File: src/rtl/and_cov_checker_sat_counter.sv
// Saturating up-counter with synchronous clear; clear wins over increment.
module sat_counter #(
    parameter int CNT_W = 16
) (
    input  logic             clk,
    input  logic             rst_n,
    input  logic             inc,
    input  logic             clr,
    output logic [CNT_W-1:0] cnt
);

    localparam logic [CNT_W-1:0] ONE = {{(CNT_W-1){1'b0}}, 1'b1};

    always_ff @(posedge clk or negedge rst_n) begin
        if (!rst_n)
            cnt <= '0;
        else if (clr)
            cnt <= '0;
        else if (inc && (cnt != '1))
            cnt <= cnt + ONE;
    end

endmodule

File: config.mk
export PLATFORM = sky130hd
export DESIGN_NAME = sat_counter
export DESIGN_NICKNAME = d
export VERILOG_FILES = /design/src/rtl/and_cov_checker_sat_counter.sv
export SDC_FILE = /design/constraint.sdc
export NUM_CORES = 1
export LEC_CHECK = 0
export BUFFER_PORTS_ARGS = -buffer_cell sky130_fd_sc_hd__buf_2
export CAP_MARGIN = 20
export CORE_MARGIN = 3
export CORE_UTILIZATION = 30
export CTS_BUF_LIST = sky130_fd_sc_hd__clkbuf_16
export CTS_CLUSTER_SIZE = 28
export DETAILED_ROUTE_END_ITERATION = 6
export SYNTH_ARGS = -nofsm -noshare
export SYNTH_HDL_FRONTEND = slang
export SYNTH_SLANG_ARGS = --single-unit
File: constraint.sdc
create_clock -name clk -period 3.1 [get_ports clk]
set_input_delay 0.155 -clock clk [delete_from_list [all_inputs] [get_ports clk]]
set_output_delay 0.155 -clock clk [all_outputs]
set_load 0.05 [all_outputs]
==> impl_metrics.yaml <==
final_layout:
  drive_above_1_share: 0.265
  n_antenna_cell: 0
  final_area_sq_mm: 0.00115
  stdcell_count: 159
  nets: 123
  largestRegisters: "cnt: 16 flops"
  fillers: 291
  area_delta_synth_final_pct: 22.3
  regMostFlops: "cnt"
  largest_register_ff_count: 16
clock_network:
  path_clk_slew_ps: 50
  clockBufferDepth: 2
  clk_latency_ps: 240
  post_cts_buffers: 0
  cts_made_buffers: 3
  cts_sinks: 16
  cts_tree: "yes"
  cts_root_buffer: "clkbuf_16"
  htreeDepth: 1
logic_synthesis:
  yosysWarningCount: 0
  syn_nets: 103
  synth_cell_types: 28
  synthSimpleGateAreaFrac: 0.312
  synth_mux_area_frac: 0.0478
  synth_compound_area_frac: 0.162
  ys.flop_type: "dfrtp_1"
  postSynthAreaPerCell_sq_um: 9.61
  netlist.top_cell.by_area: "dfrtp_1"
  synthTopCellsByArea: "dfrtp_1, a21oi_1, o31ai_1"
  ys_seq_elements: 16
  ys_async_sr_fraction: 1.00
  synth-seq-area-share: 0.425
  synth_top_area_share: 0.425
  synth_edf_count: 0
  synth_area_sq_um: 942
  synth_xor_area_frac: 0
  synth_top_family_by_area: "simple AND/OR/NAND/NOR gates"
  synthAdderAreaFrac: 0.0133
  syn_inst: 98
timing:
  slew-limit-headroom: 0.416
  max_freq_mhz: 442
  fin_crit_sh: 0.730
  hold_viol: 0
  min_period_ps: 2260
  rsz0062_at_grt: "false"
  skew_ps: 1.23
  setup_tns_ps: 0
  drv_slew: 0
  tightestPinTransition_ps: 870
  finalSetupViolations: 0
grt:
  grt_antenna_before_repair: 0
  grt_usage: 0.136
  grt_max_degree: 23
  grt_pass1_wl_mm: 3.84
  grt_pass1_vias: 806
  grt_overflow: 0
die:
  dieArea_sq_mm: 0.00385
  rows: 19
  die_w_microns: 62.0
  initial_core_util: 0.328
  core_sq_mm: 0.00288
  die_h_microns: 62.0
  io_pins: 20
drt:
  dr.first_iter.drc_count: 47
  met3_length_microns: 126
  drt-pass1-iter-count: 4
  detail_route.wirelength_mm: 2.25
  highest_layer: "met4"
  vias_per_cell: 5.52
  dr_wl_met2_mm: 1.06
  detail_route.wl_per_cell_microns: 14.1
  drtAntennaViolNets: 0
  wl_met1_mm: 1.04
  drcViolationCount: 0
  vias: 878
place:
  place_congestion: 0.799
  port_buffers: 19
  dpl-instance-area_sq_mm: 0.00106
  dp.cells: 154
  post-dp-hpwl_mm: 1.52
worst_setup_path:
  r2r_end: "cnt[15]$_DFFE_PN0P_"
  worstSetupPathType: "flop to flop"
  crit_slowest_cell: "nor4_4"
  crit_family: "simple AND/OR/NAND/NOR gates"
  crit_buf_inv: 0
  end_kind: "flop"
  worst_setup_path_start_kind: "flop"
  path_max_fanout: 19
  required_ps: 3220
  reg2reg_setup_slack_ps: 840
  path_cells: "ha_1 > nand4_2 > nor4_4 > nor4_1 > mux2_1"
  timing.rr.start: "cnt[1]$_DFFE_PN0P_"
  critPathMaxStageDelay_ps: 810
  ff2ff_path_depth: 5
  critPathArrivalTime_ps: 2390
power:
  p_leak_nw: 0.514
  ir_worst_vdd_v: 0.000383
  finalPower_mw: 0.494
  powerDensity_mw_per_mm2: 429
outcome:
  status: "completed"
worst_hold_path:
  hold_start: "inc"
  holdPathEnd: "cnt[1]$_DFFE_PN0P_"
  holdPathStages: 3
  min_path_type: "primary input to flop"
flow_run:
  cap_violations: 0
worst max path at each step:
stage          depth (start not counted)                from  slack, ps             endpoint
2_1_floorplan                          5  cnt[0]$_DFFE_PN0P_        980  cnt[15]$_DFFE_PN0P_
3_3_place_gp                           5  cnt[1]$_DFFE_PN0P_        970  cnt[13]$_DFFE_PN0P_
3_5_place_dp                           5  cnt[0]$_DFFE_PN0P_        870  cnt[15]$_DFFE_PN0P_
4_1_cts                                5  cnt[0]$_DFFE_PN0P_        850  cnt[15]$_DFFE_PN0P_
5_1_grt                                5  cnt[0]$_DFFE_PN0P_        690  cnt[15]$_DFFE_PN0P_
6_report                               5  cnt[1]$_DFFE_PN0P_        840  cnt[15]$_DFFE_PN0P_
report_power, final:
part	leakage, nW	switching, mW	internal (mW)
sequential	0.222	0.00291	0.211
clock	0.0385	0.0789	0.171
combinational	0.254	0.0231	0.00699
synth_stat cells, types with 2 or more instances:
cell      count
dfrtp_1      16
a21oi_1      11
o31ai_1       7
nand2_1       6
nand4_1       6
or4_1         5
clkbuf_1      4
mux2_1        4
nor2_1        4
nor2b_1       4
nor4_1        4
inv_1         3
nand3_1       3
o21ai_1       3
and3_1        2
and4_2        2
or3_1         2
or4_2         2
worst reg2reg max path, cell delays in order, from the launching register on:
cell and delay [ps]:
dfrtp_1 420, ha_1 260, nand4_2 140, nor4_4 810, nor4_1 160, mux2_1 350
cell usage in the layout (no fill, tap or decap), types with 2 or more instances in the layout:
cell type and instances:
mux2_1 4, o21ai_1 3, or4_2 2, or3_1 2, and3_1 2, buf_2 19, nor4_1 4, clkbuf_16 3
nor2_1 4, dfrtp_1 16, a21oi_1 11, inv_1 3, nor2b_1 4, nand3_1 3, nand2_1 6, o31ai_1 7
or4_1 5, and4_2 2, nand4_1 6
cell type report:
cell class | count | area [sq um] | share of cell area
well taps | 42 | 52.6 | 0.0456
clock buffers | 3 | 75.1 | 0.0651
flip-flops and latches | 16 | 400 | 0.347
inverters | 3 | 11.3 | 0.00977
clock inverters | 1 | 3.75 | 0.00326
multi-input cells | 74 | 504 | 0.438
repair buffers | 20 | 105 | 0.0912
layer usage:
metal,track usage,vias to the layer above
li1,-,422
met1,0.174,432
met2,0.217,22
met3,0.0393,2
met4,0.0455,0
met5,0,-
logic make-up (layout without fill, tap and decap cells):
| group | after synthesis | in the layout |
|---|---|---|
| AO/OA/AOI/OAI | 24 | 24 |
| adder cells (fa/ha/maj) | 1 | 1 |
| buffers and inverters | 8 | 27 |
| flip-flops | 16 | 16 |
| multiplexers | 4 | 4 |
| AND/OR/NAND/NOR | 45 | 45 |
what timing repair did:
action                                 CTS  global route
gates resized for setup                  0             0
endpoints found under the hold margin   16             0
hold buffers                             1             0
metrics by stage:
stage                     hold slack [ps]   util  setup slack, ps
after floorplan                      -141      -              984
after global routing                  250  0.401              695
after global placement               93.1  0.370              971
final                                 225  0.401              838
after CTS                             222  0.401              852
after detailed placement             94.2  0.370              874
No activity file was read; power rests on OpenSTA's default activity.
